## config.mk

```make
export PLATFORM = sky130hd
export DESIGN_NAME = sc_et_ctrl
export DESIGN_NICKNAME = d
export VERILOG_FILES = /design/src/rtl/sc_et_pkg.sv /design/src/rtl/sc_et_accum.sv /design/src/rtl/sc_et_ctrl.sv
export SDC_FILE = /design/constraint.sdc
export NUM_CORES = 1
export LEC_CHECK = 0
export ABC_AREA = 1
export BUFFER_PORTS_ARGS = -buffer_cell sky130_fd_sc_hd__buf_4
export CORE_MARGIN = 2
export CORE_UTILIZATION = 47
export DETAILED_ROUTE_END_ITERATION = 10
export MAX_ROUTING_LAYER = met4
export PLACE_DENSITY = 0.85
export SLEW_MARGIN = 20
export SYNTH_ARGS = -nofsm -noshare
export SYNTH_HDL_FRONTEND = slang
export SYNTH_SLANG_ARGS = --single-unit
```

## constraint.sdc

```tcl
create_clock -name clk -period 1.99 [get_ports clk]
set_input_delay 0.2985 -clock clk [delete_from_list [all_inputs] [get_ports clk]]
set_output_delay 0.2985 -clock clk [all_outputs]
set_load 0.01 [all_outputs]
```

## src/rtl/sc_et_pkg.sv

```systemverilog
// -----------------------------------------------------------------------------
// sc_et_pkg
// Shared definitions for early-termination stochastic-computing controllers.
// Contents:
//   sc_et_state_e  - controller FSM state encoding (IDLE, CLR, RUN, RESP)
//   clamp_prec()   - limits a requested precision k to the counter width TW
//   scale_shift()  - left shift that rescales a 2^k-cycle count to 2^TW cycles
// -----------------------------------------------------------------------------
package sc_et_pkg;

   typedef enum logic [1:0] {
      ST_IDLE = 2'd0,
      ST_CLR  = 2'd1,
      ST_RUN  = 2'd2,
      ST_RESP = 2'd3
   } sc_et_state_e;

   // A run of 2^k cycles cannot exceed the SNG stream length 2^tw.
   function automatic int unsigned clamp_prec(input int unsigned prec,
                                              input int unsigned tw);
      return (prec > tw) ? tw : prec;
   endfunction

   // Shift that converts a count over 2^k cycles into its 2^tw equivalent.
   function automatic int unsigned scale_shift(input int unsigned tw,
                                               input int unsigned k);
      return (k >= tw) ? 0 : (tw - k);
   endfunction

endpackage

```

## src/rtl/sc_et_accum.sv

```systemverilog
// -----------------------------------------------------------------------------
// sc_et_accum
// Run-length cycle counter and ones accumulator for one SC evaluation run.
// Both are TW+1 bits wide so a full 2^TW run of ones does not wrap.
// Ports:
//   clk, rst  - clock, synchronous active-high reset (clears both counters)
//   clr       - synchronous clear, has priority over en
//   en        - count this cycle: cnt += 1, ones += z
//   z         - stochastic output bit being counted
//   cnt       - cycles counted since the last clear
//   ones      - number of cycles with z=1 since the last clear
// -----------------------------------------------------------------------------
module sc_et_accum #(
   parameter int TW = 8
) (
   input  logic        clk,
   input  logic        rst,
   input  logic        clr,
   input  logic        en,
   input  logic        z,
   output logic [TW:0] cnt,
   output logic [TW:0] ones
);

   logic [TW:0] cnt_q, cnt_d;
   logic [TW:0] ones_q, ones_d;

   always_comb begin
      cnt_d  = cnt_q;
      ones_d = ones_q;
      if (clr) begin
         cnt_d  = '0;
         ones_d = '0;
      end else if (en) begin
         cnt_d  = cnt_q + (TW+1)'(1);
         ones_d = ones_q + {{TW{1'b0}}, z};
      end
   end

   always_ff @(posedge clk) begin
      if (rst) begin
         cnt_q  <= '0;
         ones_q <= '0;
      end else begin
         cnt_q  <= cnt_d;
         ones_q <= ones_d;
      end
   end

   assign cnt  = cnt_q;
   assign ones = ones_q;

endmodule

```

## src/rtl/sc_et_ctrl.sv

```systemverilog
// -----------------------------------------------------------------------------
// sc_et_ctrl
// Early-termination controller for a stochastic number generator (SNG).
// Accepts a job (operands + precision k), clears the SNG for one cycle, runs
// it for 2^k cycles (or until the SNG reports overflow) while counting ones
// on z, then presents the count, its 2^TW-scaled equivalent and the executed
// run length.
// Handshakes: a transfer happens on a rising edge where valid and ready are
// both 1; the producer holds its payload stable while valid is 1 and ready 0.
// Ports:
//   clk, rst            - clock, synchronous active-high reset
//   in_valid/in_ready   - job request handshake; in_bx operands, in_prec k
//   sng_clr             - SNG counter clear (high in IDLE and CLR)
//   sng_bx              - operands latched at job acceptance
//   sng_done            - SNG overflow, ends a run early
//   z                   - SC circuit output bit counted during RUN
//   out_valid/out_ready - result handshake
//   out_count           - ones counted in the run
//   out_scaled          - out_count << (TW-k)
//   out_cycles          - run length actually executed
// -----------------------------------------------------------------------------
module sc_et_ctrl
   import sc_et_pkg::*;
#(
   parameter int W  = 4,
   parameter int TW = 8,
   parameter int N  = 2,
   parameter int PW = 4
) (
   input  logic            clk,
   input  logic            rst,
   input  logic            in_valid,
   output logic            in_ready,
   input  logic [N*W-1:0]  in_bx,
   input  logic [PW-1:0]   in_prec,
   output logic            sng_clr,
   output logic [N*W-1:0]  sng_bx,
   input  logic            sng_done,
   input  logic            z,
   output logic            out_valid,
   input  logic            out_ready,
   output logic [TW:0]     out_count,
   output logic [TW:0]     out_scaled,
   output logic [TW:0]     out_cycles
);

   sc_et_state_e   state_q, state_d;
   logic [PW-1:0]  k_q, k_d;
   logic [N*W-1:0] bx_q, bx_d;
   logic           in_ready_q, in_ready_d;
   logic           sng_clr_q, sng_clr_d;
   logic           out_valid_q, out_valid_d;

   logic [TW:0]    cnt, ones, run_last;
   logic [PW-1:0]  shift;
   logic           acc_clr, acc_en, run_end;

   assign acc_clr  = (state_q == ST_CLR);
   assign acc_en   = (state_q == ST_RUN);
   // Counter value during the final RUN cycle of a full 2^k run.
   assign run_last = ((TW+1)'(1) << k_q) - (TW+1)'(1);
   // The sng_done cycle is still counted; the run just stops after it.
   assign run_end  = acc_en && ((cnt == run_last) || sng_done);
   assign shift    = PW'(scale_shift(TW, 32'(k_q)));

   sc_et_accum #(.TW(TW)) u_accum (
      .clk  (clk),
      .rst  (rst),
      .clr  (acc_clr),
      .en   (acc_en),
      .z    (z),
      .cnt  (cnt),
      .ones (ones)
   );

   always_comb begin
      state_d = state_q;
      k_d     = k_q;
      bx_d    = bx_q;
      case (state_q)
         ST_IDLE: begin
            if (in_valid) begin
               bx_d    = in_bx;
               k_d     = PW'(clamp_prec(32'(in_prec), TW));
               state_d = ST_CLR;
            end
         end
         ST_CLR:  state_d = ST_RUN;
         ST_RUN:  if (run_end) state_d = ST_RESP;
         ST_RESP: if (out_ready) state_d = ST_IDLE;
         default: state_d = ST_IDLE;
      endcase
      // Outputs are registered: decode them from the next state.
      in_ready_d  = (state_d == ST_IDLE);
      sng_clr_d   = (state_d == ST_IDLE) || (state_d == ST_CLR);
      out_valid_d = (state_d == ST_RESP);
   end

   always_ff @(posedge clk) begin
      if (rst) begin
         state_q     <= ST_IDLE;
         k_q         <= '0;
         bx_q        <= '0;
         in_ready_q  <= 1'b1;
         sng_clr_q   <= 1'b1;
         out_valid_q <= 1'b0;
      end else begin
         state_q     <= state_d;
         k_q         <= k_d;
         bx_q        <= bx_d;
         in_ready_q  <= in_ready_d;
         sng_clr_q   <= sng_clr_d;
         out_valid_q <= out_valid_d;
      end
   end

   assign in_ready   = in_ready_q;
   assign sng_clr    = sng_clr_q;
   assign out_valid  = out_valid_q;
   assign sng_bx     = bx_q;
   // The accumulator is frozen outside RUN, so these hold through RESP.
   assign out_count  = ones;
   assign out_cycles = cnt;
   assign out_scaled = ones << shift;

endmodule

```

==> run_results.csv, run 1 <==
group,metric,value,unit
run_status,outcome,"finished with violations",
run_status,violations,"negative setup slack",
sta,max_clock_freq,0.493,GHz
finish,n_antenna_cell,0,
finish,drive_gt1_share,34.2,%
sta,post-route-min-period,2030,ps
job,timing.max_cap.violations,0,
synth,synth.yosys.warnings,0,
grt,pin_count_of_the_biggest_net_entering_global_routing,14,
finish,fill_cells,359,
worst_setup_path,timing.critical_path.slowest_stage_cell,"sky130_fd_sc_hd__dfxtp_2",
grt,groute.usage.overall,24.8,%
clocking,clkLatencyLatePin,280,ps
pwr,pwr-share-comb,35.7,%
worst_setup_path,critical_path.cell_chain,"inv_4, ha_4, nand2_4, buf_6, nand2_2, o21ai_2, o22ai_1, nand2_1, o31ai_2, buf_4",
sta,actual_transition_at_the_worst_max_transition_pin,388,ps
finish,layout_commonest_cell,"sky130_fd_sc_hd__buf_4",
floorplan,design.die.area,4970,um2
synth,yosysTopAreaCellShare,33.7,%
clocking,number_of_clock_sinks_seen_by_cts,35,
grt,overflow,0,
sta,setup_total_negative_slack,-39.4,ps
pwr,worst_ir_drop_vdd,0.434,mV
clocking,tritoncts,"yes",
worst_hold_path,hold_path_class,"in2reg",
pwr,switching_power_share_of_the_total,35.3,%
worst_setup_path,crit_path_start_kind,"flop",
placement,place.detailed.hpwl,4240,um
synth,synth_area,2080,um2
sta,finalHoldWorstSlack,221,ps
route,route.detailed.vias_per_inst,5.25,
finish,mostFrequentLayoutCells,"70 x sky130_fd_sc_hd__buf_4, 60 x sky130_fd_sc_hd__nand2_1, 39 x sky130_fd_sc_hd__nor2_1, 37 x sky130_fd_sc_hd__inv_1, 31 x sky130_fd_sc_hd__dfxtp_1",
clocking,cts.root.buffer_cell,"sky130_fd_sc_hd__clkbuf_8",
sta,timing.final.setup_violations,1,
clocking,clockBufferDepth,2,
finish,multi_input_comb_area,1390,um2
floorplan,die_height,70.5,um
sta,timing.final.hold_violations,0,
floorplan,number_of_i_o_pins,56,
finish,area_delta_synth_final,44.3,%
grt,grt_pass1_vias,2247,
sta,fin_crit_sh,102,%
synth,synth_sequential_area_ratio,33.7,%
pwr,seq_power_share,39.0,%
route,routed_wirelength,5930,um
clocking,htree_levels,2,
route,vias,2333,
grt,grt_pass1_wl,9690,um
clocking,cts-hold-fix-buffers,0,
floorplan,initial_utilization,48.4,%
finish,layout.area.seq,706,um2
grt,grt_antenna_before_repair,0,
clocking,tritoncts.num_buffers,5,
synth,syn-mean-instance-area,6.60,um2
synth,syn-instance-count,315,
sta,finClkSkew,2.55,ps
route,dr.pass1.iters,4,
route,routed_length_per_placed_instance,13.4,um
route,drt-initial-drc-count,122,
placement,port_buffers,55,
worst_setup_path,critPathMaxStageDelay,360,ps
worst_setup_path,timing.setup.critical_path_class,"reg2out",
pwr,internal_power,1310,uW
floorplan,num_rows,24,
pwr,power.static_leakage,0.00139,uW
clocking,path_clk_slew,70,ps
pwr,share_clk_of_total_power,25.2,%
floorplan,coreArea,4290,um2
synth,yosys_reg_bits,35,
finish,fin_nets,419,
floorplan,die_x,70.5,um
route,detail-route-antenna-nets,0,
synth,synth.net_count,343,
worst_setup_path,cp-end-kind,"output pin",
worst_setup_path,path_max_fanout,6,
pwr,switching_power,715,uW
synth,synth_cell_types,32,
pwr,finalPower,2020,uW
route,drc_errors,0,
synth,synth.top_cells.by_area,"sky130_fd_sc_hd__dfxtp_1 34%, sky130_fd_sc_hd__nand2_1 12%, sky130_fd_sc_hd__o21ai_0 8.9%",
worst_setup_path,worst_ep_arrival_time,1730,ps
placement,gp_congestion,0.948,
sta,slew_viol_final,0,
sta,slew_headroom,73.9,%
sta,rsz0062_at_grt,"true",
sta,layout_setup_ws,-39.4,ps
synth,cell_accounting_for_the_most_synthesized_area,"sky130_fd_sc_hd__dfxtp_1",
worst_setup_path,cp.required,1690,ps
pwr,power_density,675,nW/um2
## repair_timing
item | in CTS | in global routing
endpoints found under the setup margin | 11 | 13
gates resized for setup | 31 | 36
pin swaps | 4 | 17
setup buffers | 2 | 1
## power groups by stage
stage	Clock (uW)	Sequential, uW	Combinational [uW]
final	511	790	723
after floorplan	0	814	343
after CTS	520	785	635
after global routing	551	794	800
after global placement	0	798	572
after detailed placement	0	800	588
## registers in the layout, summed over array words and instances, names as in the netlist
signal / flops
state_q: 2
u_accum.ones: 9
out_valid: 1
u_accum.cnt: 9
k_q: 4
sng_clr: 1
sng_bx: 8
in_ready: 1
## routing by layer
metal | track usage, % | vias to the layer above | share of wire (%)
met5 | - | - | 0
li1 | - | 1181 | -
met1 | 28.5 | 1082 | 42
met4 | 10.0 | 0 | 2.5
met3 | 4.33 | 12 | 4.1
met2 | 42.7 | 58 | 52
## final cells by class
cell class              instances  share of cell area [%]
multi-input cells             230                    46.5
repair buffers                 74                    19.0
clock buffers                   5                    2.29
well taps                      52                    2.17
inverters                      45                    5.84
flip-flops and latches         35                    23.5
clock inverters                 3                   0.668
## metrics by stage
stage	utilization [%]	setup slack, ps	std cells	area, um2
floorplan	-	17.4	315	2080
global placement	62.0	35.7	433	2660
detailed placement	62.0	-39.2	433	2660
CTS	66.2	1.50	443	2840
global route	69.8	-128	444	3000
finish	69.8	-39.4	444	3000
## Yosys cell counts (all sizes together)
| cell type | n |
|---|---|
| buf | 1 |
| a211oi | 2 |
| clkinv | 3 |
| o21ai | 40 |
| xor2 | 4 |
| nor3 | 7 |
| nand3b | 1 |
| o31ai | 1 |
| nand3 | 19 |
| xnor3 | 1 |
| o22ai | 2 |
| dfxtp | 35 |
| nor4 | 1 |
| inv | 42 |
| nand2 | 71 |
| o21bai | 1 |
| a21oi | 17 |
| nor2 | 42 |
| ha | 10 |
| nor3b | 4 |
| xnor2 | 1 |
| o2111ai | 3 |
| nand4 | 2 |
| or2 | 1 |
| clkbuf | 4 |
## worst paths after layout
kind,startpoint,end,slack [ps],depth (start not counted)
setup / recovery,k_q[1],out_scaled[8],-40,10
setup reg to reg,k_q[1],out_valid,20,15
hold / removal,rst,out_valid,220,2
hold reg to reg,sng_bx[7],sng_bx[7],490,2
## critical path, delay by kind of cell, from the launching register on
kind	cells	cell delay, ps
adders and majority gates	1	270
AOI/OAI and AO/OA	3	270
and+or+nand+nor	3	220
buffers and inverters	3	340
DFF	1	360
## kinds of logic after synthesis
group	share of synthesized area, %
AOI/OAI and AO/OA	17.6
and+or+nand+nor	30.4
adders and majority gates	6.02
DFF	33.7
xor gates and xnor gates	3.19
buffers and inverters	9.09
Power figures use the tool's default switching activity.
==> inputs of run 2 (changes only) <==
--- a/config.mk
+++ b/config.mk
@@ -8,11 +8,12 @@
 export ABC_AREA = 1
 export BUFFER_PORTS_ARGS = -buffer_cell sky130_fd_sc_hd__buf_4
 export CORE_MARGIN = 2
-export CORE_UTILIZATION = 47
+export CORE_UTILIZATION = 49
 export DETAILED_ROUTE_END_ITERATION = 10
 export MAX_ROUTING_LAYER = met4
-export PLACE_DENSITY = 0.85
+export PLACE_DENSITY = 0.87
 export SLEW_MARGIN = 20
 export SYNTH_ARGS = -nofsm -noshare
 export SYNTH_HDL_FRONTEND = slang
+export SYNTH_HIERARCHICAL = 1
 export SYNTH_SLANG_ARGS = --single-unit
==> run_results.csv, run 2 <==
group,metric,value,unit
run_status,outcome,"finished with violations",
run_status,violations,"negative setup slack",
worst_hold_path,hold_path_class,"in2reg",
synth,synth_area,2340,um2
sta,slew_headroom,70.4,%
placement,gp_congestion,0.846,
route,drc_errors,0,
clocking,path_clk_slew,80,ps
floorplan,die_x,73.1,um
route,routed_length_per_placed_instance,14.2,um
synth,synth_xor_area_share,1.50,%
finish,fill_cells,363,
clocking,cts.root.buffer_cell,"sky130_fd_sc_hd__clkbuf_8",
synth,synth_mux_area_share,0.855,%
worst_setup_path,timing.setup.critical_path_class,"reg2reg",
synth,synth_compound_area_share,11.3,%
synth,synth_cell_types,32,
route,dr.pass1.iters,4,
synth,synth.yosys.warnings,6,
synth,yosysMostFrequentCell,"sky130_fd_sc_hd__nand2_1",
floorplan,design.die.area,5350,um2
synth,yosys_reg_bits,35,
finish,mostFrequentLayoutCells,"93 x sky130_fd_sc_hd__nand2_1, 70 x sky130_fd_sc_hd__buf_4, 47 x sky130_fd_sc_hd__inv_1, 45 x sky130_fd_sc_hd__nor2_1, 31 x sky130_fd_sc_hd__dfxtp_1",
synth,post_synthesis_simple_gate_area_fraction,40.5,%
worst_setup_path,cp.required,2230,ps
sta,fin_crit_sh,107,%
finish,area_delta_synth_final,40.6,%
grt,grt_pass1_vias,2294,
finish,drive_gt1_share,32.3,%
floorplan,initial_utilization,50.3,%
clocking,number_of_clock_sinks_seen_by_cts,35,
clocking,tritoncts,"yes",
synth,synth_ff_type,"sky130_fd_sc_hd__dfxtp_1",
finish,n_antenna_cell,0,
route,vias,2704,
clocking,cts-hold-fix-buffers,0,
synth,ys_top_cells_by_count,"101 x sky130_fd_sc_hd__nand2_1, 52 x sky130_fd_sc_hd__inv_1, 47 x sky130_fd_sc_hd__nor2_1, 35 x sky130_fd_sc_hd__dfxtp_1, 23 x sky130_fd_sc_hd__nand3_1",
grt,grt_pass1_wl,10300,um
floorplan,number_of_i_o_pins,56,
placement,dp_worst_slack,-123,ps
synth,synth.net_count,393,
placement,port_buffers,55,
pwr,power.static_leakage,0.00159,uW
worst_setup_path,timing.critical_path.slowest_stage_cell,"sky130_fd_sc_hd__dfxtp_2",
clocking,clkLatencyLatePin,300,ps
route,drt-initial-drc-count,164,
grt,pin_count_of_the_biggest_net_entering_global_routing,17,
synth,synth.top_cells.by_area,"sky130_fd_sc_hd__dfxtp_1 30%, sky130_fd_sc_hd__nand2_1 16%, sky130_fd_sc_hd__inv_1 8.3%",
synth,synth_sequential_area_ratio,29.9,%
synth,cell_accounting_for_the_most_synthesized_area,"sky130_fd_sc_hd__dfxtp_1",
floorplan,die_height,73.1,um
grt,overflow,0,
synth,yosysTopAreaCellShare,29.9,%
clocking,htree_levels,2,
synth,synth_adder_area_share,5.34,%
sta,layout_setup_ws,-148,ps
sta,timing.final.hold_violations,0,
sta,max_clock_freq,0.468,GHz
sta,actual_transition_at_the_worst_max_transition_pin,443,ps
finish,layout_commonest_cell,"sky130_fd_sc_hd__nand2_1",
pwr,power_density,640,nW/um2
finish,multi_input_comb_area,1590,um2
placement,place.detailed.hpwl,4490,um
job,timing.max_cap.violations,0,
finish,final_core_utilization,70.7,%
synth,synth-async-reset-ratio,0,%
sta,slew_viol_final,0,
clocking,tritoncts.num_buffers,5,
worst_setup_path,crit_path_start_kind,"flop",
worst_setup_path,critical_path.cell_chain,"inv_2, ha_4, ha_4, nand2_4, ha_4, xnor2_1, a21oi_2, nand2_1, nor2_2, nand2_1, nor2_1, nand4_1, nand2_1, nand2_2, a21oi_2",
grt,groute.usage.overall,25.1,%
pwr,worst_ir_drop_vdd,0.646,mV
clocking,clockBufferDepth,2,
sta,timing.final.setup_violations,6,
sta,finClkSkew,10.0,ps
worst_setup_path,worst_ep_arrival_time,2370,ps
sta,post-route-min-period,2140,ps
grt,grt_antenna_before_repair,0,
floorplan,num_rows,25,
finish,layout.area.seq,708,um2
synth,synth_enable_flop_cells,0,
floorplan,coreArea,4660,um2
worst_setup_path,critPathMaxStageDelay,370,ps
synth,syn-mean-instance-area,6.42,um2
synth,synth_top_family_by_area,"simple AND/OR/NAND/NOR gates",
sta,rsz0062_at_grt,"true",
route,route.detailed.vias_per_inst,5.44,
finish,fin_nets,470,
worst_setup_path,cp-end-kind,"flop",
worst_setup_path,path_max_fanout,3,
route,routed_wirelength,7070,um
synth,syn-instance-count,365,
route,detail-route-antenna-nets,0,
==> run 2: cell types whose count changed after synthesis, sizes merged, moves of 7 or more <==
cell,delta
nand2,+37
inv,+12
nand4,+7
nor2,+11
o21ai,-16
nand3,+7
==> run 2: critical path, delay by kind of cell, from the launching register on <==
kind / cells / cell delay (ps)
AND/OR/NAND/NOR: 8 / 720
adder cells (fa/ha/maj): 3 / 540
flip-flops: 1 / 370
AO/OA/AOI/OAI: 2 / 250
XOR/XNOR: 1 / 130
buffers and inverters: 1 / 60
==> run 2: cell families after synthesis <==
family / count (synthesis)
fa+ha+maj: 10
buf+inv: 61
xor+xnor: 4
simple gates: 204
flops: 35
compound gates: 49
mux: 2
==> run 2: final timing paths <==
check             from    endpoint  slack [ps]  depth (start not counted)
max             k_q[0]  state_q[0]        -150                         15
min                rst   out_valid         230                          2
max reg2reg     k_q[0]  state_q[0]        -150                         15
min reg2reg  sng_bx[4]   sng_bx[4]         490                          2
==> run 2: where the power goes <==
part           total, uW  internal, uW  switching (uW)
clock                671           380             292
sequential           774           739            34.7
combinational        664           279             385
total               2110          1400             712
==> run 2: area by class of cell <==
type,instances,area share (%)
Multi-Input combinational cell,269,48.4
Sequential cell,35,21.5
Timing Repair Buffer,75,17.5
Inverter,55,6.80
Clock buffer,5,2.09
Tap cell,54,2.05
Clock inverter,3,1.44
Timing Repair inverter,1,0.228
==> run 2: metal layers <==
metal	wire (um)	GRT usage [%]	part of all wire, %
met3	372	4.01	5.3
met4	150	7.20	2.1
met1	2920	29.9	41
met2	3630	43.5	51
met5	0	-	0
==> run 2: metrics by stage <==
| step | TNS, ps | hold WS, ps | cell area, um2 | std cells | power (uW) |
|---|---|---|---|---|---|
| after global routing | -1150 | 228 | 3290 | 497 | 2210 |
| after CTS | -60.4 | 215 | 3170 | 494 | 2020 |
| final | -438 | 228 | 3290 | 497 | 2110 |
| after global placement | 0 | 466 | 2890 | 482 | 1280 |
| after floorplan | 0 | 360 | 2350 | 365 | 1120 |
| after detailed placement | -226 | 475 | 2890 | 482 | 1300 |
==> run 2: repair_timing <==
action                     CTS  global route
gates resized for setup     37            29
setup buffers                4             2
pin swaps                    7            13
cloned                       0             2
setup endpoints to repair   11            11
==> inputs of run 3 (changes only) <==
--- a/config.mk
+++ b/config.mk
@@ -8,10 +8,10 @@
 export ABC_AREA = 1
 export BUFFER_PORTS_ARGS = -buffer_cell sky130_fd_sc_hd__buf_4
 export CORE_MARGIN = 2
-export CORE_UTILIZATION = 49
+export CORE_UTILIZATION = 58
 export DETAILED_ROUTE_END_ITERATION = 10
 export MAX_ROUTING_LAYER = met4
-export PLACE_DENSITY = 0.87
+export PLACE_DENSITY = 0.95
 export SLEW_MARGIN = 20
 export SYNTH_ARGS = -nofsm -noshare
 export SYNTH_HDL_FRONTEND = slang
==> constraint.sdc (replaced) <==
create_clock -name clk -period 2.5 [get_ports clk]
set_input_delay 0.375 -clock clk [delete_from_list [all_inputs] [get_ports clk]]
set_output_delay 0.375 -clock clk [all_outputs]
set_load 0.01 [all_outputs]
==> run_results.csv, run 3 (same netlist as run 2, synthesis figures left out) <==
group,metric,value,unit
floorplan,design.die.area,4560,um2
worst_setup_path,reg2reg_to,"out_valid",
floorplan,die_height,67.6,um
pwr,power.static_leakage,0.00150,uW
worst_setup_path,timing.critical_path.buf_inv,3,
sta,actual_transition_at_the_worst_max_transition_pin,568,ps
grt,groute.usage.overall,29.3,%
sta,finalHoldWorstSlack,289,ps
grt,grt_pass1_vias,2321,
worst_setup_path,r2r_cells,15,
sta,rsz0062_at_grt,"true",
floorplan,number_of_i_o_pins,56,
clocking,path_clk_slew,80,ps
sta,post-route-min-period,2320,ps
worst_setup_path,cp-end-kind,"output pin",
clocking,tritoncts,"yes",
sta,slew_viol_final,0,
finish,area_delta_synth_final,26.2,%
worst_setup_path,reg2reg_slack,230,ps
clocking,clockBufferDepth,2,
worst_hold_path,hp-start,"rst",
floorplan,num_rows,23,
worst_setup_path,path_delay_family,"adder cells",
clocking,number_of_clock_sinks_seen_by_cts,35,
worst_setup_path,critPathMaxStageDelay,370,ps
sta,finClkSkew,9.36,ps
finish,final_core_utilization,75.0,%
route,drt-initial-drc-count,131,
route,vias,2508,
route,drc_errors,0,
grt,pin_count_of_the_biggest_net_entering_global_routing,17,
worst_hold_path,hold_path_class,"in2reg",
sta,timing.final.hold_violations,0,
worst_setup_path,crit_path_start_kind,"flop",
placement,place.detailed.hpwl,4500,um
sta,max_clock_freq,0.432,GHz
sta,timing.final.setup_violations,0,
route,routed_length_per_placed_instance,12.3,um
finish,fin_nets,454,
sta,slew_headroom,62.0,%
worst_setup_path,path_max_fanout,7,
placement,gp_congestion,0.950,
grt,overflow,0,
clocking,clkLatencyLatePin,300,ps
clocking,postCtsSetupRepairBufs,0,
worst_hold_path,hold_end,"k_q[1]",
job,timing.max_cap.violations,0,
worst_setup_path,timing.setup.critical_path_class,"reg2out",
worst_hold_path,hold_path_depth,2,
grt,grt_antenna_before_repair,0,
pwr,worst_ir_drop_vdd,0.395,mV
grt,grt_pass1_wl,9810,um
worst_setup_path,timing.critical_path.slowest_stage_cell,"sky130_fd_sc_hd__dfxtp_2",
clocking,post_cts_resized,0,
finish,fill_cells,318,
route,route.detailed.vias_per_inst,5.26,
worst_setup_path,cp.required,2120,ps
sta,fin_crit_sh,92.6,%
floorplan,die_x,67.6,um
clocking,cts.root.buffer_cell,"sky130_fd_sc_hd__clkbuf_8",
clocking,htree_levels,2,
finish,mostFrequentLayoutCells,"100 x sky130_fd_sc_hd__nand2_1, 60 x sky130_fd_sc_hd__buf_4, 52 x sky130_fd_sc_hd__inv_1, 47 x sky130_fd_sc_hd__nor2_1, 33 x sky130_fd_sc_hd__dfxtp_1",
worst_setup_path,rr_startpoint,"k_q[1]",
pwr,power_density,554,nW/um2
clocking,tritoncts.num_buffers,5,
route,routed_wirelength,5870,um
finish,n_antenna_cell,0,
floorplan,coreArea,3940,um2
finish,drive_gt1_share,21.1,%
route,dr.pass1.iters,5,
worst_setup_path,worst_ep_arrival_time,1940,ps
route,detail-route-antenna-nets,0,
worst_setup_path,critical_path.cell_chain,"inv_1, ha_1, ha_1, nand2_1, inv_1, o31ai_1, buf_4",
run_status,outcome,"finished clean",
floorplan,initial_utilization,59.4,%
finish,layout_commonest_cell,"sky130_fd_sc_hd__nand2_1",
clocking,cts-hold-fix-buffers,0,
placement,port_buffers,55,
run 3: metal layers:
layer,GRT usage [%],routed length [um],up-vias
met5,-,0,-
met4,11.7,140,0
met3,7.00,281,18
met2,50.7,2970,72
met1,32.0,2480,1134
li1,-,-,1284
run 3: per-stage QoR:
stage | TNS (ps) | std cells | setup WS [ps] | area (um2) | total power [uW]
after floorplan | 0 | 365 | 407 | 2340 | 890
after global placement | 0 | 469 | 353 | 2810 | 1000
after detailed placement | 0 | 469 | 179 | 2810 | 1020
after CTS | 0 | 477 | 95.0 | 2950 | 1640
after global routing | -0.756 | 477 | -0.756 | 2960 | 1730
final | 0 | 477 | 184 | 2960 | 1640
run 3: layout make-up:
| class | instances | area (um2) | area share (%) |
|---|---|---|---|
| clock inverters | 3 | 67.6 | 2.29 |
| flip-flops and latches | 35 | 703 | 23.8 |
| clock buffers | 5 | 68.8 | 2.33 |
| repair buffers | 60 | 450 | 15.2 |
| inverters | 55 | 206 | 6.99 |
| multi-input cells | 269 | 1400 | 47.2 |
| well taps | 50 | 62.6 | 2.12 |
run 3: worst max path at each step:
stage	from	to	slack (ps)	depth (start not counted)
floorplan	k_q[0]	out_valid	410	15
CTS	k_q[3]	out_scaled[8]	100	9
global route	k_q[1]	out_valid	-0.8	15
detailed placement	k_q[1]	out_valid	180	15
finish	k_q[1]	out_scaled[8]	180	7
global placement	k_q[1]	out_valid	350	15
run 3: report_power, final:
part           switching [uW]  internal, uW  total, uW
registers                25.6           588        614
clock network             225           398        623
logic                     243           157        400
total                     494          1140       1640
run 3: worst reg2reg max path, stage by stage (launching register included):
cell                      delay, ps
sky130_fd_sc_hd__dfxtp_2        350
sky130_fd_sc_hd__inv_1           80
sky130_fd_sc_hd__ha_1           180
sky130_fd_sc_hd__ha_1           240
sky130_fd_sc_hd__nand2_4         80
sky130_fd_sc_hd__ha_1           310
sky130_fd_sc_hd__xnor2_1        140
sky130_fd_sc_hd__a21oi_2        110
sky130_fd_sc_hd__nand2_1         60
sky130_fd_sc_hd__nor2_1          80
sky130_fd_sc_hd__nand2_1         50
sky130_fd_sc_hd__nor2_1         110
sky130_fd_sc_hd__nand4_1        130
sky130_fd_sc_hd__nand2_1         80
sky130_fd_sc_hd__nand2_1         60
sky130_fd_sc_hd__a21oi_1        120
